File: src/rtl/seg_scan_ctrl.sv
// Multiplexed seven-segment scanner: double-buffered digit data, blank time
// between digits, PWM brightness, per-digit blink and selectable pin polarity.
module seg_scan_ctrl #(
  parameter int unsigned N_DIG        = 4,
  parameter int unsigned SCAN_DIV     = 50000,
  parameter int unsigned BLANK_CYC    = 64,
  parameter int unsigned BRIGHT_W     = 4,
  parameter int unsigned BLINK_FRAMES = 64,
  parameter bit          SEG_ACT_LOW  = 1'b1,
  parameter bit          CS_ACT_LOW   = 1'b1
) (
  input  logic                  clk,
  input  logic                  RST,
  input  logic [4*N_DIG-1:0]    dig_val,
  input  logic [N_DIG-1:0]      dig_dot,
  input  logic [N_DIG-1:0]      dig_ena,
  input  logic [N_DIG-1:0]      dig_blink,
  input  logic [BRIGHT_W-1:0]   brightness,
  input  logic                  upd_req,
  output logic                  upd_ack,
  output logic [7:0]            seg_pin,
  output logic [N_DIG-1:0]      segcs_pin,
  output logic                  frame_tick
);

  localparam int unsigned CNT_W   = (SCAN_DIV > 1) ? $clog2(SCAN_DIV) : 1;
  localparam int unsigned IDX_W   = (N_DIG > 1) ? $clog2(N_DIG) : 1;
  localparam int unsigned FRM_W   = (BLINK_FRAMES > 1) ? $clog2(BLINK_FRAMES) : 1;
  localparam int unsigned PROD_W  = CNT_W + BRIGHT_W + 1;
  localparam int unsigned ON_SPAN = SCAN_DIV - BLANK_CYC;

  localparam logic [7:0]       SEG_OFF = SEG_ACT_LOW ? 8'hFF : 8'h00;
  localparam logic [N_DIG-1:0] CS_OFF  = CS_ACT_LOW ? {N_DIG{1'b1}} : {N_DIG{1'b0}};

  typedef enum logic [1:0] {PH_BLANK, PH_ON, PH_OFF} phase_t;

  logic [CNT_W-1:0]    cnt, cnt_nxt;
  logic [IDX_W-1:0]    idx, idx_nxt;
  logic                cnt_last, idx_last, frame_wrap;
  logic [FRM_W-1:0]    blink_cnt;
  logic                blink_phase;

  logic [4*N_DIG-1:0]  val_sh;
  logic [N_DIG-1:0]    dot_sh, ena_sh, blink_sh;
  logic [BRIGHT_W-1:0] bright_sh;

  logic [PROD_W-1:0]   on_len, on_end;
  phase_t              phase;
  logic                shown;
  logic [3:0]          nibble;
  logic [7:0]          seg_pat, seg_nxt;
  logic [N_DIG-1:0]    cs_on, cs_nxt, cs_act;
  logic                seg_load;

  // Hex nibble to active-high {g,f,e,d,c,b,a}
  function automatic logic [6:0] seg_decode(input logic [3:0] v);
    logic [6:0] p;
    case (v)
      4'h0: p = 7'h3F;
      4'h1: p = 7'h06;
      4'h2: p = 7'h5B;
      4'h3: p = 7'h4F;
      4'h4: p = 7'h66;
      4'h5: p = 7'h6D;
      4'h6: p = 7'h7D;
      4'h7: p = 7'h07;
      4'h8: p = 7'h7F;
      4'h9: p = 7'h6F;
      4'hA: p = 7'h77;
      4'hB: p = 7'h7C;
      4'hC: p = 7'h39;
      4'hD: p = 7'h5E;
      4'hE: p = 7'h79;
      default: p = 7'h71;
    endcase
    return p;
  endfunction

  // Slot counter and digit index next values
  always_comb begin
    cnt_last   = (cnt == CNT_W'(SCAN_DIV - 1));
    idx_last   = (idx == IDX_W'(N_DIG - 1));
    frame_wrap = cnt_last && idx_last;
    cnt_nxt    = cnt_last ? '0 : cnt + CNT_W'(1);
    idx_nxt    = idx;
    if (cnt_last) idx_nxt = idx_last ? '0 : idx + IDX_W'(1);
  end

  // Slot and digit counters
  always_ff @(posedge clk or posedge RST) begin
    if (RST) begin
      cnt <= '0;
      idx <= '0;
    end else begin
      cnt <= cnt_nxt;
      idx <= idx_nxt;
    end
  end

  // Frame-boundary state: blink phase, brightness sample and shadow load
  always_ff @(posedge clk or posedge RST) begin
    if (RST) begin
      blink_cnt   <= '0;
      blink_phase <= 1'b0;
      bright_sh   <= '0;
      val_sh      <= '0;
      dot_sh      <= '0;
      ena_sh      <= '0;
      blink_sh    <= '0;
    end else if (frame_wrap) begin
      bright_sh <= brightness;
      if (blink_cnt == FRM_W'(BLINK_FRAMES - 1)) begin
        blink_cnt   <= '0;
        blink_phase <= ~blink_phase;
      end else begin
        blink_cnt <= blink_cnt + FRM_W'(1);
      end
      if (upd_req) begin
        val_sh   <= dig_val;
        dot_sh   <= dig_dot;
        ena_sh   <= dig_ena;
        blink_sh <= dig_blink;
      end
    end
  end

  // Slot phase from cnt and the frame's brightness
  always_comb begin
    on_len = (PROD_W'(ON_SPAN) * (PROD_W'(bright_sh) + PROD_W'(1))) >> BRIGHT_W;
    on_end = PROD_W'(BLANK_CYC) + on_len;
    phase  = PH_OFF;
    if (PROD_W'(cnt) < PROD_W'(BLANK_CYC)) phase = PH_BLANK;
    else if (PROD_W'(cnt) < on_end)        phase = PH_ON;
  end

  // Next pin values; segments reload only once the selects are already off
  always_comb begin
    shown    = ena_sh[idx] && !(blink_sh[idx] && blink_phase);
    nibble   = val_sh[4*idx +: 4];
    seg_pat  = {dot_sh[idx], seg_decode(nibble)};
    seg_nxt  = SEG_ACT_LOW ? ~seg_pat : seg_pat;
    cs_on    = (phase == PH_ON && shown) ? (N_DIG'(1) << idx) : '0;
    cs_nxt   = CS_ACT_LOW ? ~cs_on : cs_on;
    cs_act   = CS_ACT_LOW ? ~segcs_pin : segcs_pin;
    seg_load = (phase == PH_BLANK) && (cs_act == '0);
  end

  // Registered pins and status pulses
  always_ff @(posedge clk or posedge RST) begin
    if (RST) begin
      seg_pin    <= SEG_OFF;
      segcs_pin  <= CS_OFF;
      upd_ack    <= 1'b0;
      frame_tick <= 1'b0;
    end else begin
      segcs_pin  <= cs_nxt;
      if (seg_load) seg_pin <= seg_nxt;
      upd_ack    <= frame_wrap && upd_req;
      frame_tick <= (cnt_nxt == CNT_W'(SCAN_DIV - 1)) && (idx_nxt == IDX_W'(N_DIG - 1));
    end
  end

endmodule

File: config.mk
export PLATFORM = sky130hd
export DESIGN_NAME = seg_scan_ctrl
export DESIGN_NICKNAME = d
export VERILOG_FILES = /design/src/rtl/seg_scan_ctrl.sv
export SDC_FILE = /design/constraint.sdc
export NUM_CORES = 1
export LEC_CHECK = 0
export ABC_AREA = 1
export BUFFER_PORTS_ARGS = -buffer_cell sky130_fd_sc_hd__buf_4
export CAP_MARGIN = 20
export CORE_MARGIN = 10
export CORE_UTILIZATION = 45
export CTS_CLUSTER_DIAMETER = 100
export DETAILED_ROUTE_END_ITERATION = 10
export MAX_ROUTING_LAYER = met4
export PLACE_DENSITY = 0.72
export SYNTH_ARGS = -nofsm -noshare
export SYNTH_HDL_FRONTEND = slang
export SYNTH_SLANG_ARGS = --single-unit
File: constraint.sdc
create_clock -name clk -period 5.1 [get_ports clk]
set_clock_uncertainty 0.1 [all_clocks]
set_input_delay 0 -clock clk [delete_from_list [all_inputs] [get_ports clk]]
set_output_delay 0 -clock clk [all_outputs]
set_load 0.05 [all_outputs]
==> results of run 1 <==
==> report_power, final <==
group / internal, uW / switching (uW) / total [uW]
sequential: 563 / 0 / 563
clock: 186 / 253 / 439
combinational: 33.1 / 19.2 / 52.3
total: 782 / 272 / 1050
==> routing by layer <==
layer | part of all wire | up-vias | track usage
met3 | 0.038 | 15 | 0.0293
met5 | 0 | - | -
met1 | 0.47 | 1988 | 0.208
met2 | 0.48 | 106 | 0.260
li1 | - | 2122 | -
met4 | 0.013 | 0 | 0.0387
==> worst paths after layout <==
| check | slack (ps) | end |
|---|---|---|
| setup / recovery | 1090 | segcs_pin[2] |
| hold / removal | 170 | upd_ack |
| setup reg to reg | 1090 | segcs_pin[2] |
| hold reg to reg | 370 | seg_pin[2] |
| max in group asynchronous | 3950 | cnt[10] |
| min in group asynchronous | 370 | blink_cnt[1] |
==> through the flow <==
| stage | hold WS [ps] | cells |
|---|---|---|
| floorplan | 9.62 | 599 |
| global placement | 93.9 | 771 |
| detailed placement | 98.5 | 771 |
| CTS | 150 | 842 |
| global route | 207 | 842 |
| finish | 169 | 842 |
==> sequential cells by signal (all words and copies together) (netlist names), 6 cells and up <==
name and flops:
cnt 16, val_sh 16, seg_pin 8, blink_cnt 6
==> cells in the mapped netlist, drive strengths merged <==
library cell / instances
a211oi: 1
a21oi: 19
a22oi: 1
a2bb2oi: 2
a31oi: 4
a32oi: 1
and3: 1
buf: 10
dfrtp: 59
dfstp: 12
fa: 2
ha: 45
inv: 72
nand2: 206
nand3: 32
nand3b: 2
nand4: 7
nor2: 61
nor3: 2
o211ai: 4
o21a: 3
o21ai: 32
o21bai: 2
o22ai: 1
o311ai: 1
or2: 2
xnor2: 5
xor2: 10
==> worst max-delay path, cell delays in order (launching register included) <==
cell and delay, ps:
dfrtp_1 470, nand3_1 130, xor2_1 250, inv_1 110, ha_1 350, fa_1 430
ha_1 350, a21oi_1 200, o21ai_2 110, a31oi_1 220, xor2_1 170, ha_1 260
a21oi_1 150, nor2_1 50, a211oi_1 170, nand2_1 70, nand2_1 60, nand2_1 40
nand2_1 140, nand3_1 100
==> cell type report <==
type,instances,area share
repair buffers,104,0.158
inverters,72,0.0473
flip-flops and latches,71,0.308
clock inverters,7,0.0105
multi-input cells,446,0.427
clock buffers,9,0.0213
well taps,133,0.0286
==> what timing repair did <==
action / CTS / global route
hold buffers: 55 / 0
endpoints found under the hold margin: 91 / 0
buffers inserted: 0 / 0
==> cells by family (layout without fill, tap and decap cells) <==
kind of cell | Yosys count | after routing | synth area share
fa+ha+maj | 47 | 47 | 0.130
xor+xnor | 15 | 15 | 0.0284
simple gates | 313 | 313 | 0.289
compound gates | 71 | 71 | 0.0893
buf+inv | 82 | 192 | 0.0755
flops | 71 | 71 | 0.387
==> impl_metrics.ini, run 1 <==
[die]
core_area_um2 = 9910
initial_core_util = 0.467
placementRows = 36
die_w_um = 121
die_h_um = 121
dieArea_um2 = 14700
boundaryPins = 49

[detailed_routing]
vias = 4231
drt_pass1_iterations = 5
wl_per_cell_um = 13.4
wl_um = 11300
ant_nets = 0
viasPerCell = 5.02
drc_errors = 0
drt_first_iter_violations = 301

[clocking]
htreeDepth = 3
clock_sinks = 71
clk_latency_ps = 360
clk_pin_slew_ps = 80
root_buffer = clkbuf_8
cts_tree = done
cts_buffers = 9
cts_resized = 0
clockBufferDepth = 2

[timing]
setup_viol = 0
finalWorstSetupSlack_ps = 1090
max_freq_mhz = 249
finalHoldViolCount = 0
finalCritPeriodShare = 0.787
slew_violations = 0
period_minus_slack_ps = 4010
max_slew.worst_pin.slew_ps = 889
setup-tns-final_ps = 0
maxSlewHeadroom = 0.407
rsz0062_at_grt = false

[layout]
area_growth_pct = 25.9
utilization = 0.588
antennaDiodeCount = 0
fin_area_um2 = 5820
nNetsFinal = 786
final_common_cell = nand2_1
layout-drive-gt1-share = 0.158
regArea_um2 = 1790
multi_input_comb_area_um2 = 2480
fillers = 889
final_cell_mix = 198 x nand2_1, 61 x inv_1, 59 x dfrtp_1

[synth]
syn-num-nets = 681
synth_top_cell_area_share = 0.319
synth.distinct_cells = 41
synth_area_um2 = 4630
synth.largest_area_cell = dfrtp_1
synth_area_leaders = dfrtp_1 32%, nand2_1 16%, ha_1 12%
syn_inst = 599
synth.avg_cell_area_um2 = 7.72
ys.warnings.count = 0
ys_ff_latch = 71
synth-seq-area-share = 0.387

[critical_path]
crit_type = reg2reg
crit_required_ps = 5280
worstPathArrival_ps = 4190
rr_worst_depth = 19
crit_path_start_kind = register
cp_max_fo = 7
worstSetupStartpoint = bright_sh[0]
end_kind = register
r2r_start = bright_sh[0]

[grt]
antenna_found_initial = 0
grt_pass1_vias = 4268
track_usage = 0.162
gr-total-overflow = 0
grt_max_degree = 72
grt_pass1_wl_um = 19500

[worst_hold_path]
hold_start = upd_req
hold_depth = 3
hp-class = in2reg

[run]
max_cap_violations = 0

[placement]
pre_cts_slack_ps = 1140
gp_congestion = 0.919
port_buffers = 48
placed_area_um2 = 5090
place_hpwl_um = 7740

[run_status]
status = finished, final reports clean

[power]
power.total_uw = 1050
leakage_uw = 0.00310
peakVddDrop_v = 0.000137
p_per_area_nw_per_um2 = 181
Note: power is estimated with default switching activity, not from simulation.
==> inputs of run 2 (changes only) <==
Settings changed: PLACE_DENSITY 0.72 to 0.74.
Clock period 5.1 ns to 3.34 ns, I/O delays scaled along.
==> impl_metrics.ini, run 2 (synthesized netlist as in run 1, its figures left out) <==
[run_status]
status = complete, but fails checks
violations = setup timing

[run]
max_cap_violations = 0

[grt]
antenna_found_initial = 1
grt_pass1_wl_um = 20400
grt_max_degree = 47
track_usage = 0.169
grt_pass1_vias = 4552
gr-total-overflow = 0

[power]
p_per_area_nw_per_um2 = 265
leakage_uw = 0.00320
power_frac_seq = 0.526
p_sw_frac = 0.230
pwr-share-comb = 0.049
peakVddDrop_v = 0.000252
p_sw_uw = 376
clkPwrFrac = 0.424
p_int_uw = 1260

[die]
core_area_um2 = 9910
die_w_um = 121
dieArea_um2 = 14700
placementRows = 36
initial_core_util = 0.467
boundaryPins = 49
die_h_um = 121

[layout]
layout-drive-gt1-share = 0.218
fillers = 820
fin_area_um2 = 6150
nNetsFinal = 803
layout_top_registers = cnt: 16 flops, val_sh: 16 flops, seg_pin: 8 flops
stdcell_count = 860
final_cell_mix = 193 x nand2_1, 66 x buf_4, 61 x inv_1
final_common_cell = nand2_1
area_growth_pct = 33.0

[critical_path]
slowest_delay_ps = 510
crit_required_ps = 3490
rr_endpoint = segcs_pin[3]
end_kind = register
crit_path_start_kind = register
crit_type = reg2reg
cp.depth = 18
crit_slowest_cell = fa_1
r2r_slack_ps = -300
path_delay_family = adder cells
worstPathArrival_ps = 3790
worstPathCellList = ha_4 -> xor2_4 -> ha_4 -> fa_1 -> ha_1 -> nand2_2 -> o21ai_4 -> a31oi_1 -> xor2_1 -> ha_1 -> a21oi_2 -> nor2_1 -> a211oi_2 -> nand2_1 -> nand2_2 -> nand2_2 -> nand2_4 -> nand3_1
cp_max_fo = 4
r2r_start = bright_sh[0]
rr_worst_depth = 18
path_buf_inv = 0
crit_end = segcs_pin[3]
crit_top_cell = nand2_2
worstSetupStartpoint = bright_sh[0]

[timing]
maxSlewHeadroom = 0.360
setup_viol = 4
finalCritPeriodShare = 1.09
rsz0062_at_grt = true
setup-tns-final_ps = -1140
max_freq_mhz = 275
finalHoldViolCount = 0
slew_violations = 0
period_minus_slack_ps = 3640
finalWorstSetupSlack_ps = -298
max_slew.worst_pin.slew_ps = 958

[placement]
place_hpwl_um = 8440
placed_area_um2 = 5320
gp_congestion = 0.971
dp.cells = 788
port_buffers = 48

[detailed_routing]
viasPerCell = 5.01
drc_errors = 0
drt_pass1_iterations = 5
wl_per_cell_um = 13.8
drt_first_iter_violations = 279
vias = 4310
ant_nets = 0
wl_um = 11900

[clocking]
clk_pin_slew_ps = 80
cts_tree = done
clockBufferDepth = 2
clock_sinks = 71
root_buffer = clkbuf_8
cts_buffers = 9
clk_latency_ps = 340
htreeDepth = 3

[worst_hold_path]
hp-class = in2reg
-- run 2: cell types whose count changed in the layout (fill, tap and decap cells not counted), sizes merged --
cell         previous run  this run
buf                    49        69
inv                    76        73
diode                   0         1
clkinv                  1         3
dlygate4sd3            55        52
bufinv                  0         1
-- run 2: area by class of cell --
class                      instances  area [um2]  area share
antenna                            1        2.50    0.000407
clock buffer                       9         124      0.0201
clock inverter                     7        72.6      0.0118
inverter                          72         278      0.0451
multi-input combinational        446        2660       0.432
sequential                        71        1800       0.292
tap                              133         166      0.0270
timing repair buffer             121        1060       0.172
-- run 2: worst min-delay path: cells and delay by family --
kind	cells	cell delay [ps]
simple gates	3	340
buf+inv	1	90
-- run 2: what timing repair did --
action | CTS | global route
setup endpoints to repair | 4 | 4
setup buffers | 3 | 0
endpoints found under the hold margin | 74 | 0
resized for setup | 2 | 18
hold buffers | 52 | 0
pin swaps | 8 | 5
-- run 2: power groups by stage --
stage / combinational, uW / clock, uW / sequential [uW]
5_1_grt: 88.1 / 747 / 860
3_3_place_gp: 48.8 / 0 / 876
3_5_place_dp: 49.8 / 0 / 876
4_1_cts: 80.9 / 707 / 860
6_report: 80.6 / 693 / 860
2_1_floorplan: 12.4 / 0 / 876
-- run 2: per-stage QoR --
step	hold WS (ps)	util	worst slack (ps)	total power [uW]
floorplan	9.62	-	-84.5	888
global placement	95.1	0.537	-262	925
detailed placement	97.7	0.537	-401	926
CTS	1.64	0.612	-356	1650
global route	73.3	0.621	-492	1700
finish	29.2	0.621	-298	1630
-- run 2: layer usage --
metal,track usage,routed length [um]
met4,0.0507,160
met5,-,0
met1,0.208,5470
met2,0.277,5760
met3,0.0293,469
-- run 2: worst min-delay path by stage --
stage / endpoint / cells after the start / startpoint
detailed placement: dot_sh[1] / 3 / dig_dot[1]
finish: val_sh[13] / 4 / upd_req
global route: dot_sh[1] / 4 / upd_req
global placement: val_sh[4] / 3 / dig_val[4]
floorplan: blink_sh[0] / 2 / dig_blink[0]
CTS: val_sh[13] / 4 / upd_req
